### src/rtl/bcd_encoder.sv
// Sequential binary-to-BCD converter (double dabble, one bit per cycle) with valid/ready handshakes.
// Optional feature macro BCD_ENCODER_OVERFLOW_EN: adds o_overflow and saturates out-of-range results to all nines.
module bcd_encoder #(
  parameter int N = 3,
  localparam int W = 3 * N + (N + 2) / 3
) (
  input  logic           i_clk,
  input  logic           i_rst,
  input  logic [W-1:0]   i_bin,
  input  logic           i_valid,
  output logic           o_ready,
  output logic [4*N-1:0] o_bcd,
  output logic           o_valid,
  input  logic           i_ready
`ifdef BCD_ENCODER_OVERFLOW_EN
  ,
  output logic           o_overflow
`endif
);

  localparam int CW = $clog2(W + 1);
  localparam logic [CW-1:0] CNT_LOAD = CW'(W);
  localparam logic [CW-1:0] CNT_ONE  = CW'(1);

  typedef enum logic [1:0] {
    IDLE    = 2'd0,
    CONVERT = 2'd1,
    DONE    = 2'd2
  } state_t;

  // One double-dabble step: adjust digits >= 5, then shift {scratch, binary} left by one.
  function automatic logic [4*N+W-1:0] dd_step(input logic [4*N-1:0] scr, input logic [W-1:0] bin);
    logic [4*N-1:0] adj;
    adj = scr;
    for (int k = 0; k < N; k++) begin
      if (adj[4*k +: 4] >= 4'd5) begin
        adj[4*k +: 4] = adj[4*k +: 4] + 4'd3;
      end else begin
        adj[4*k +: 4] = adj[4*k +: 4];
      end
    end
    return {adj[4*N-2:0], bin, 1'b0};
  endfunction

`ifdef BCD_ENCODER_OVERFLOW_EN
  localparam int WP = W + 1;

  function automatic logic [63:0] pow10(input int n);
    logic [63:0] p;
    p = 64'd1;
    for (int i = 0; i < n; i++) begin
      p = p * 64'd10;
    end
    return p;
  endfunction

  function automatic logic [4*N-1:0] all_nines();
    logic [4*N-1:0] v;
    v = '0;
    for (int k = 0; k < N; k++) begin
      v[4*k +: 4] = 4'd9;
    end
    return v;
  endfunction

  localparam logic [W:0]     MAX_VAL = WP'(pow10(N) - 64'd1);
  localparam logic [4*N-1:0] NINES   = all_nines();
`endif

  state_t            state_r;
  state_t            state_nxt_s;
  logic [CW-1:0]     cnt_r;
  logic [W-1:0]      shreg_r;
  logic [4*N-1:0]    scratch_r;
  logic [4*N-1:0]    bcd_r;
  logic              ready_r;
  logic              valid_r;
  logic              accept_s;
  logic              last_step_s;
  logic [4*N+W-1:0]  step_s;
  logic [4*N-1:0]    step_scr_s;
  logic [W-1:0]      step_sh_s;
  logic [4*N-1:0]    final_s;

  assign step_s     = dd_step(scratch_r, shreg_r);
  assign step_scr_s = step_s[4*N+W-1 -: 4*N];
  assign step_sh_s  = step_s[W-1:0];

`ifdef BCD_ENCODER_OVERFLOW_EN
  logic ovf_r;
  logic ovf_out_r;

  assign final_s    = ovf_r ? NINES : step_scr_s;
  assign o_overflow = ovf_out_r;

  // Range check captured at acceptance, published alongside the result.
  always_ff @(posedge i_clk) begin
    if (i_rst) begin
      ovf_r     <= 1'b0;
      ovf_out_r <= 1'b0;
    end else if (accept_s) begin
      ovf_r     <= ({1'b0, i_bin} > MAX_VAL);
    end else if (last_step_s) begin
      ovf_out_r <= ovf_r;
    end
  end
`else
  assign final_s = step_scr_s;
`endif

  // Next-state decode and handshake qualifiers.
  always_comb begin
    state_nxt_s = state_r;
    accept_s    = 1'b0;
    last_step_s = 1'b0;
    case (state_r)
      IDLE: begin
        if (i_valid) begin
          accept_s    = 1'b1;
          state_nxt_s = CONVERT;
        end else begin
          state_nxt_s = IDLE;
        end
      end
      CONVERT: begin
        if (cnt_r == CNT_ONE) begin
          last_step_s = 1'b1;
          state_nxt_s = DONE;
        end else begin
          state_nxt_s = CONVERT;
        end
      end
      DONE: begin
        if (i_ready) begin
          state_nxt_s = IDLE;
        end else begin
          state_nxt_s = DONE;
        end
      end
      default: begin
        state_nxt_s = IDLE;
      end
    endcase
  end

  // State register; ready/valid are registered from the next state so they track it exactly.
  always_ff @(posedge i_clk) begin
    if (i_rst) begin
      state_r <= IDLE;
      ready_r <= 1'b1;
      valid_r <= 1'b0;
    end else begin
      state_r <= state_nxt_s;
      ready_r <= (state_nxt_s == IDLE);
      valid_r <= (state_nxt_s == DONE);
    end
  end

  // Conversion datapath; the result register only changes on the final step, so it holds between jobs.
  always_ff @(posedge i_clk) begin
    if (i_rst) begin
      scratch_r <= '0;
      shreg_r   <= '0;
      cnt_r     <= '0;
      bcd_r     <= '0;
    end else if (accept_s) begin
      scratch_r <= '0;
      shreg_r   <= i_bin;
      cnt_r     <= CNT_LOAD;
    end else if (state_r == CONVERT) begin
      scratch_r <= step_scr_s;
      shreg_r   <= step_sh_s;
      cnt_r     <= cnt_r - CNT_ONE;
      if (last_step_s) begin
        bcd_r <= final_s;
      end
    end
  end

  assign o_ready = ready_r;
  assign o_valid = valid_r;
  assign o_bcd   = bcd_r;

endmodule
### config.mk
export PLATFORM = sky130hd
export DESIGN_NAME = bcd_encoder
export DESIGN_NICKNAME = d
export VERILOG_FILES = /design/src/rtl/bcd_encoder.sv
export SDC_FILE = /design/constraint.sdc
export NUM_CORES = 1
export LEC_CHECK = 0
export BUFFER_PORTS_ARGS = -buffer_cell sky130_fd_sc_hd__buf_2
export CAP_MARGIN = 20
export CELL_PAD_IN_SITES_DETAIL_PLACEMENT = 1
export CELL_PAD_IN_SITES_GLOBAL_PLACEMENT = 2
export CORE_MARGIN = 10
export CORE_UTILIZATION = 25
export DETAILED_ROUTE_END_ITERATION = 6
export PLACE_DENSITY_LB_ADDON = 0.12
export SETUP_SLACK_MARGIN = 0.15
export SLEW_MARGIN = 20
export SYNTH_ARGS = -nofsm -noshare
export SYNTH_HDL_FRONTEND = slang
export SYNTH_SLANG_ARGS = --single-unit
### constraint.sdc
create_clock -name i_clk -period 3.2 [get_ports i_clk]
set_clock_uncertainty 0.2 [all_clocks]
set_input_delay 0.32 -clock i_clk [delete_from_list [all_inputs] [get_ports i_clk]]
set_output_delay 0.32 -clock i_clk [all_outputs]
set_load 0.005 [all_outputs]
==> out/qor.txt <==
CP Launch Type - flop
Starting Density - 25.3%
count leader, synth - dfxtp_1
CTS Buf Count - 5
top cell type's share of synthesized area - 43.4%
fin util - 29.2%
Final ANT Viol Nets - 0
Critical Path RT - 3.17 ns
CP Class - flop to flop
upper clock frequency limit - 507 MHz
DIE AREA - 0.0117 mm2
Pleak - 0.836 nW
Max-slew headroom - 47.3%
setup tns final - 0 ns
largest area contributor in the netlist - dfxtp_1
gate count of the mapped netlist - 227
first-pass detailed-route iteration total - 4
Clock Path Buffers - 2
Layout Cells excl Fill - 351
register area - 841 um2
layout cell share with drive strength beyond 1 - 18.1%
htree depth - 2
type of the worst min-delay path - input pin to flop
Filler cells - 919
post-CTS setup buffers - 0
Die Ht - 108 um
RSZ-0062 raised after global routing - no
final setup violation count - 0
I/O Buffers - 27
PD cells - 472 mW/mm2
sequential-to-total area share from yosys stat - 43.4%
routability cong. - 0.668
Via Count - 1604
Final Hold Fails - 0
HPWL Detailed - 3.55 mm
Via density - 4.57
placed instance count - 343
vias in the first global route - 1652
DR iter-0 viols - 60
fin area - 0.00224 mm2
EDFF count, synth - 0
CTS clock-pin slew for the worst setup and hold paths - 0.08 ns
status - finished, final reports clean
dpl cell area - 0.00214 mm2
overall track demand over capacity in global routing - 9.17%
Slew @ Worst Pin - 0.790 ns
Die X - 108 um
antenna violations before repair - 0
root buffer cell - clkbuf_8
Syn. warnings - 0
commonest register cell after synthesis - dfxtp_1
CP endpoint kind - flop
Site Rows - 32
final net count - 270
Syn-to-layout area delta - 15.5%
VDD IR max - 0.224 mV
first-pass GRT wire length - 8.47 mm
Distinct cells, synth - 31
area of the multi-input gates - 988 um2
synth cell count leaders - 42 x dfxtp_1, 30 x nor2_1, 19 x o22ai_1
number of max-cap violations - 0
Post-synth ARST share - 0%
Worst-Skew Late Latency - 0.30 ns
Core Region - 0.00765 mm2
grt total ovfl - 0
CTS Hold Bufs - 0
Post-Route WL - 5.09 mm
antenna cells - 0
CTS sink cnt - 42
Tcrit/Tclk final - 61.7%
CTS tree - done
flops & latches, synth - 42
largest net degree at the start of global routing - 32
Period minus WS final - 1.97 ns
Mapped Area - 0.00194 mm2
crit path max fanout - 18
post-synth net total - 249
Resized cells post-CTS - 0
largest cells by area after synthesis - dfxtp_1 43%, o22ai_1 6.1%, nor2_1 5.8%, ha_1 5.2%, a211oi_1 3.9%
Slew Limit Fails - 0
post-synthesis average cell area - 8.53 um2
DRC errors left - 0
mean routed wirelength per cell - 14.5 um
IO Count - 28
crit path DAT - 1.95 ns
-- worst max-delay path, cell delays in order (launching register included) --
cell,delay [ns]
dfxtp_1,0.38
ha_1,0.21
nand4bb_4,0.12
nor2_2,0.62
mux2i_1,0.26
nor2_1,0.05
-- sequential cells by signal, indices dropped and copies added, names as in the netlist --
signal     flops
cnt_r          4
o_ready        1
shreg_r       10
o_bcd         12
state_r        2
scratch_r     12
o_valid        1
-- cell usage in the layout (no fill, tap or decap), drive strengths merged, types with 3 or more instances in the layout --
cell and instances:
inv 9, a21oi 15, nand2 13, buf 29, o21ai 8, nor2b 11
clkbuf 6, dfxtp 42, o22ai 19, mux2 3, nor3b 7, nand3 3
nand2b 10, nor2 31, ha 8, a211oi 10, nor3 10
-- power breakdown --
| group | total (mW) | switching (mW) | internal (mW) |
|---|---|---|---|
| logic | 0.123 | 0.0694 | 0.0537 |
| registers | 0.564 | 0.0184 | 0.546 |
| clock network | 0.368 | 0.194 | 0.174 |
| total | 1.05 | 0.282 | 0.773 |
-- worst paths after layout --
kind                            startpoint          to  slack, ns  cells after the start
worst max-delay path              cnt_r[0]    o_bcd[0]       1.23                      5
worst min-delay path              i_bin[0]  shreg_r[0]       0.06                      3
worst max register to register    cnt_r[0]    o_bcd[0]       1.23                      5
worst min register to register  shreg_r[0]  shreg_r[0]       0.29                      2
-- area by class of cell --
class	count	share of cell area (%)
multi-input cells	161	44.2
clock buffers	6	3.69
inverters	9	1.51
well taps	102	5.71
clock inverters	2	0.560
flip-flops and latches	42	37.6
repair buffers	29	6.72
-- per-layer routing --
layer	part of all wire (%)	up-vias	track usage, %	wire (um)
met5	0	-	0	0
met2	44	17	14.1	2250
met1	51	754	11.7	2580
li1	-	826	-	-
met3	3.8	7	2.97	192
met4	1.5	0	3.44	74
-- kinds of logic (layout without fill, tap and decap cells) --
kind of cell,after synthesis,count (layout),synth area share (%)
simple gates,91,91,24.7
compound gates,55,55,17.6
flops,42,42,43.4
buf+inv,24,46,5.49
fa+ha+maj,8,8,5.17
mux,4,4,2.26
xor+xnor,3,3,1.36
-- through the flow --
| stage | power, mW | setup WS [ns] | hold slack, ns |
|---|---|---|---|
| 3_5_place_dp | 0.703 | 1.17 | 0.274 |
| 3_3_place_gp | 0.703 | 1.22 | 0.274 |
| 6_report | 1.05 | 1.23 | 0.0634 |
| 4_1_cts | 1.08 | 1.16 | 0.0537 |
| 5_1_grt | 1.12 | 1.05 | 0.0703 |
| 2_1_floorplan | 0.665 | 1.54 | 0.245 |
Note: power is estimated with default switching activity, not from simulation.
